[src/rtl/player_health_manager.sv]
// Player lives, post-hit invulnerability blink and game-over/restart control.
// Collisions are latched within a frame and acted on at the frame_end pulse.
module player_health_manager #(
  parameter int MAX_LIVES      = 3,
  parameter int INVULN_FRAMES  = 60,
  parameter int FLASH_FRAMES   = 8,
  parameter int RESTART_FRAMES = 120
) (
  input  logic       clk,
  input  logic       rst_n,
  input  logic       frame_end,
  input  logic       player_hit,
  input  logic       sheep_eaten,
  input  logic       restart,
  output logic [1:0] lives,
  output logic       player_visible,
  output logic       game_over,
  output logic       hit_pulse,
  output logic       dragon_grow
);

  localparam int INV_W   = $clog2(INVULN_FRAMES + 1);
  localparam int FLASH_W = $clog2(FLASH_FRAMES + 1);
  localparam int RO_W    = $clog2(RESTART_FRAMES + 1);

  typedef enum logic [1:0] {PLAY, INVULN, GAME_OVER} state_t;

  state_t             state_q, state_d;
  logic [1:0]         lives_q, lives_d;
  logic               visible_q, visible_d;
  logic               game_over_q, game_over_d;
  logic               hit_pulse_q, hit_pulse_d;
  logic               dragon_grow_q, dragon_grow_d;
  logic               hit_l_q, hit_l_d;
  logic               sheep_l_q, sheep_l_d;
  logic [INV_W-1:0]   inv_cnt_q, inv_cnt_d;
  logic [FLASH_W-1:0] flash_cnt_q, flash_cnt_d;
  logic [RO_W-1:0]    ro_cnt_q, ro_cnt_d;
  logic               eff_hit, eff_sheep;

  always_comb begin
    state_d       = state_q;
    lives_d       = lives_q;
    visible_d     = visible_q;
    game_over_d   = game_over_q;
    hit_pulse_d   = 1'b0;
    dragon_grow_d = 1'b0;
    inv_cnt_d     = inv_cnt_q;
    flash_cnt_d   = flash_cnt_q;
    ro_cnt_d      = ro_cnt_q;
    // A collision on the frame_end cycle itself still belongs to this frame.
    eff_hit       = hit_l_q | player_hit;
    eff_sheep     = sheep_l_q | sheep_eaten;
    hit_l_d       = eff_hit;
    sheep_l_d     = eff_sheep;

    if (frame_end) begin
      hit_l_d       = 1'b0;
      sheep_l_d     = 1'b0;
      dragon_grow_d = eff_sheep && (state_q != GAME_OVER);

      case (state_q)
        PLAY: begin
          if (eff_hit) begin
            hit_pulse_d = 1'b1;
            visible_d   = 1'b0;
            if (lives_q <= 2'd1) begin
              state_d     = GAME_OVER;
              lives_d     = 2'd0;
              game_over_d = 1'b1;
              ro_cnt_d    = '0;
            end else begin
              state_d     = INVULN;
              lives_d     = lives_q - 2'd1;
              inv_cnt_d   = INV_W'(INVULN_FRAMES - 1);
              flash_cnt_d = '0;
            end
          end
        end

        INVULN: begin
          if (inv_cnt_q == '0) begin
            state_d     = PLAY;
            visible_d   = 1'b1;
            flash_cnt_d = '0;
          end else begin
            inv_cnt_d = inv_cnt_q - 1'b1;
            if (flash_cnt_q == FLASH_W'(FLASH_FRAMES - 1)) begin
              flash_cnt_d = '0;
              visible_d   = ~visible_q;
            end else begin
              flash_cnt_d = flash_cnt_q + 1'b1;
            end
          end
        end

        GAME_OVER: begin
          // Restart is only sampled once the lockout counter has saturated.
          if (ro_cnt_q == RO_W'(RESTART_FRAMES)) begin
            if (restart) begin
              state_d     = PLAY;
              lives_d     = 2'(MAX_LIVES);
              game_over_d = 1'b0;
              visible_d   = 1'b1;
            end
          end else begin
            ro_cnt_d = ro_cnt_q + 1'b1;
          end
        end

        default: begin
          state_d = PLAY;
        end
      endcase
    end
  end

  always_ff @(posedge clk or negedge rst_n) begin
    if (!rst_n) begin
      state_q       <= PLAY;
      lives_q       <= 2'(MAX_LIVES);
      visible_q     <= 1'b1;
      game_over_q   <= 1'b0;
      hit_pulse_q   <= 1'b0;
      dragon_grow_q <= 1'b0;
      hit_l_q       <= 1'b0;
      sheep_l_q     <= 1'b0;
      inv_cnt_q     <= '0;
      flash_cnt_q   <= '0;
      ro_cnt_q      <= '0;
    end else begin
      state_q       <= state_d;
      lives_q       <= lives_d;
      visible_q     <= visible_d;
      game_over_q   <= game_over_d;
      hit_pulse_q   <= hit_pulse_d;
      dragon_grow_q <= dragon_grow_d;
      hit_l_q       <= hit_l_d;
      sheep_l_q     <= sheep_l_d;
      inv_cnt_q     <= inv_cnt_d;
      flash_cnt_q   <= flash_cnt_d;
      ro_cnt_q      <= ro_cnt_d;
    end
  end

  assign lives          = lives_q;
  assign player_visible = visible_q;
  assign game_over      = game_over_q;
  assign hit_pulse      = hit_pulse_q;
  assign dragon_grow    = dragon_grow_q;

endmodule

[config.mk]
export PLATFORM = sky130hd
export DESIGN_NAME = player_health_manager
export DESIGN_NICKNAME = d
export VERILOG_FILES = /design/src/rtl/player_health_manager.sv
export SDC_FILE = /design/constraint.sdc
export NUM_CORES = 1
export LEC_CHECK = 0
export CAP_MARGIN = 0
export CORE_AREA = 2 2 46 80
export DETAILED_ROUTE_END_ITERATION = 8
export DIE_AREA = 0 0 48 82
export PLACE_DENSITY_LB_ADDON = 0.3
export SYNTH_ARGS = -nofsm -noshare
export SYNTH_HDL_FRONTEND = slang
export SYNTH_SLANG_ARGS = --single-unit
[constraint.sdc]
create_clock -name clk -period 2.17 [get_ports clk]
set_input_delay 0.217 -clock clk [delete_from_list [all_inputs] [get_ports clk]]
set_output_delay 0.217 -clock clk [all_outputs]
set_load 0.005 [all_outputs]
==> impl_metrics.ini <==
[timing]
final.setup.worst_slack_ns = 0.0905
min_period_ns = 2.08
period_share_pct = 95.8
clock-skew-final_ns = 0.00580
slew-limit-headroom_pct = 62.1
hold_vio_cnt_final = 0
setup_violations = 0
hold_ws_ns = 0.320
worst_slew_pin_slew_ns = 0.564
timing.final.max_slew_violations = 0
fin_setup_tns_ns = 0
fmax_mhz = 481

[clock_network]
htree_levels = 1
ctsHoldBuffers = 0
cts_tree = built
clock_tree.root_cell = sky130_fd_sc_hd__clkbuf_8
clk_transition_reported_paths_ns = 0.09
cts_setup_buffers = 0
insertion_delay_ns = 0.27
number_of_clock_sinks = 27
number_of_buffers_created_by_cts = 3
post_cts.resized_instances = 0
clock_path_buffers = 2

[synth]
yosys_warnings = 0
synth_cell_type_count = 46
synthArstFlopShare_pct = 100
post_synth_main_area_contributors = sky130_fd_sc_hd__dfrtp_1 (38%), sky130_fd_sc_hd__ha_1 (6.3%), sky130_fd_sc_hd__dfstp_2 (4.9%)
synth-edff-count = 0
synth_fp_nets = 184
synth_top_area_share_pct = 37.7
post_synth_inst_count = 170
synthesis.area_per_instance_um2 = 9.38
synth_seq_area_share_pct = 42.6
yosys_reg_bits = 27
synth_top_cell_by_area = sky130_fd_sc_hd__dfrtp_1
synth_flop_cell = sky130_fd_sc_hd__dfrtp_1
synth_area_mm2 = 0.00159

[floorplanning]
io_pins = 12
floorplan.initialDensity_pct = 47.9
vertical_die_dimension_um = 82
chipWidth_um = 48
die_area_mm2 = 0.00394
placeableCoreArea_mm2 = 0.00333
number_of_rows_in_the_core_area = 28

[cells_and_area]
fillCellCount = 301
num-nets-final = 204
layout-drive-gt1-share_pct = 14.8
final_util_pct = 55.8
syn2layout_area_growth_pct = 16.4
insertedDiodeCount = 0

[detailed_routing]
routed_via_density = 5.84
detailedRoute.firstPassIterationCount = 4
dr_total_vias = 1367
ant_nets = 0
dr.first_iter.drc_count = 33
detail_route.wl_per_cell_um = 15.6
route.final.wire_length_um = 3650
route.detailed.drc = 0

[placed_design]
io_buffers = 11
hpwl_um = 2830
dp_slack_ns = 0.0968
gpl.final_weighted_congestion = 0.783

[run_status]
status = finished, final reports clean

[critical_path]
cp.arrival_ns = 2.24
start_kind = flop
end_kind = flop
cp_max_fo = 6
worst_ep_required_time_ns = 2.33
critPathKind = reg -> reg
worst_r2r_endpoint = state_q[1]
critical_path.reg2reg.startpoint = state_q[0]
worst-r2r-cell-count = 6
r2r_slack_ns = 0.09

[power]
total_power_consumption_w = 0.00183
pd_cells_mw_per_mm2 = 987
vdd_drop_max_v = 0.000588
static-leakage-power_nw = 0.773

[global_route]
overflow = 0
pin_count_of_the_biggest_net_entering_global_routing = 28
groute.usage.overall_pct = 21.6
grt_antenna_before_repair = 0
grt_pass1_wl_um = 6190
grt_pass1_vias = 1406

[flow_run]
drv.max_cap_violation_count = 0

[min_path]
hold_class = in -> async
-- per-layer routing --
layer | vias up | track usage, % | wire, µm
met5 | - | 0 | 0
met4 | 0 | 9.46 | 63
met3 | 8 | 2.42 | 73
met2 | 23 | 38.5 | 2110
met1 | 674 | 24.1 | 1400
li1 | 662 | - | -
-- stage by stage --
step,instance area [µm²],std cells
6_report,1860,234
5_1_grt,1860,234
4_1_cts,1840,234
3_5_place_dp,1800,230
3_3_place_gp,1800,230
2_1_floorplan,1590,170
-- sequential cells by signal, indices dropped and copies added (netlist names) --
register	count
inv_cnt_q	6
flash_cnt_q	4
lives	2
player_visible	1
sheep_l_q	1
hit_l_q	1
game_over	1
state_q	2
hit_pulse	1
ro_cnt_q	7
dragon_grow	1
-- kinds of logic after synthesis --
family	count (synthesis)	synth area share, %
and+or+nand+nor	65	22.4
AOI/OAI and AO/OA	48	20.9
DFF	27	42.6
buffers and inverters	19	5.81
adders and majority gates	8	6.28
muxes	3	1.96
-- worst max-delay path by stage --
stage | startpoint | end | slack (ns) | cells past startpoint
2_1_floorplan | state_q[0] | state_q[1] | 0.20 | 7
3_3_place_gp | state_q[0] | state_q[1] | 0.19 | 6
3_5_place_dp | state_q[0] | state_q[1] | 0.1 | 6
4_1_cts | state_q[0] | state_q[1] | 0.07 | 6
5_1_grt | state_q[0] | state_q[1] | -0.002 | 6
6_report | state_q[0] | state_q[1] | 0.09 | 6
-- synth_stat cells (2+ instances only) --
cell type	count
sky130_fd_sc_hd__dfrtp_1	24
sky130_fd_sc_hd__inv_1	11
sky130_fd_sc_hd__nor2_1	11
sky130_fd_sc_hd__o21ai_0	11
sky130_fd_sc_hd__nand2_1	10
sky130_fd_sc_hd__a21oi_1	9
sky130_fd_sc_hd__ha_1	8
sky130_fd_sc_hd__nand3_1	6
sky130_fd_sc_hd__nor3_1	6
sky130_fd_sc_hd__nand2b_1	5
sky130_fd_sc_hd__a22o_1	4
sky130_fd_sc_hd__o31ai_1	4
sky130_fd_sc_hd__or3_1	4
sky130_fd_sc_hd__and3_1	3
sky130_fd_sc_hd__clkbuf_1	3
sky130_fd_sc_hd__dfstp_2	3
sky130_fd_sc_hd__nand4_1	3
sky130_fd_sc_hd__nor2b_1	3
sky130_fd_sc_hd__o21a_1	3
sky130_fd_sc_hd__a2bb2oi_1	2
sky130_fd_sc_hd__buf_2	2
sky130_fd_sc_hd__buf_6	2
sky130_fd_sc_hd__mux2i_1	2
sky130_fd_sc_hd__nand3b_1	2
sky130_fd_sc_hd__nor4_1	2
sky130_fd_sc_hd__o211ai_1	2
sky130_fd_sc_hd__o221ai_1	2
sky130_fd_sc_hd__o311ai_0	2
sky130_fd_sc_hd__or2_2	2
sky130_fd_sc_hd__or3b_2	2
sky130_fd_sc_hd__or4_1	2
-- placed cells by master (no fill, tap or decap), drive strengths merged, types with 3 or more instances in the layout --
master         Yosys  layout
clkbuf             3       4
clkdlybuf4s50      0      11
or4                3       3
nor2              11      11
inv               11      11
or3                5       5
o21ai             12      12
dfstp              3       3
a21oi              9       9
nand2b             5       5
o21a               3       3
nand3              6       6
ha                 8       8
nor2b              3       3
nand4              3       3
a22o               4       4
and3               3       3
dfrtp             24      24
o31ai              4       4
nand2             10      10
nor3               6       6
buf                5      12
-- final cells by class --
class | count | area (µm²) | area share, %
multi-input cells | 124 | 833 | 44.9
flip-flops and latches | 27 | 679 | 36.6
repair buffers | 23 | 200 | 10.8
clock buffers | 4 | 45.0 | 2.43
well taps | 45 | 56.3 | 3.03
inverters | 11 | 41.3 | 2.23
-- power breakdown --
group | total [W] | switching (W) | internal (W) | leakage [nW]
Sequential | 0.000797 | 0.000143 | 0.000653 | 0.337
Combinational | 0.000754 | 0.000389 | 0.000364 | 0.414
Clock | 0.000282 | 0.000150 | 0.000131 | 0.0228
Total | 0.00183 | 0.000683 | 0.00115 | 0.773
-- critical path: stages, from the launching register on --
cell and delay (ns):
sky130_fd_sc_hd__dfrtp_1 0.39, sky130_fd_sc_hd__inv_1 0.11, sky130_fd_sc_hd__ha_2 0.24, sky130_fd_sc_hd__or3b_2 0.47, sky130_fd_sc_hd__and3_1 0.21, sky130_fd_sc_hd__o211ai_1 0.17
sky130_fd_sc_hd__mux2_2 0.37
(Power assumes the default switching activity.)
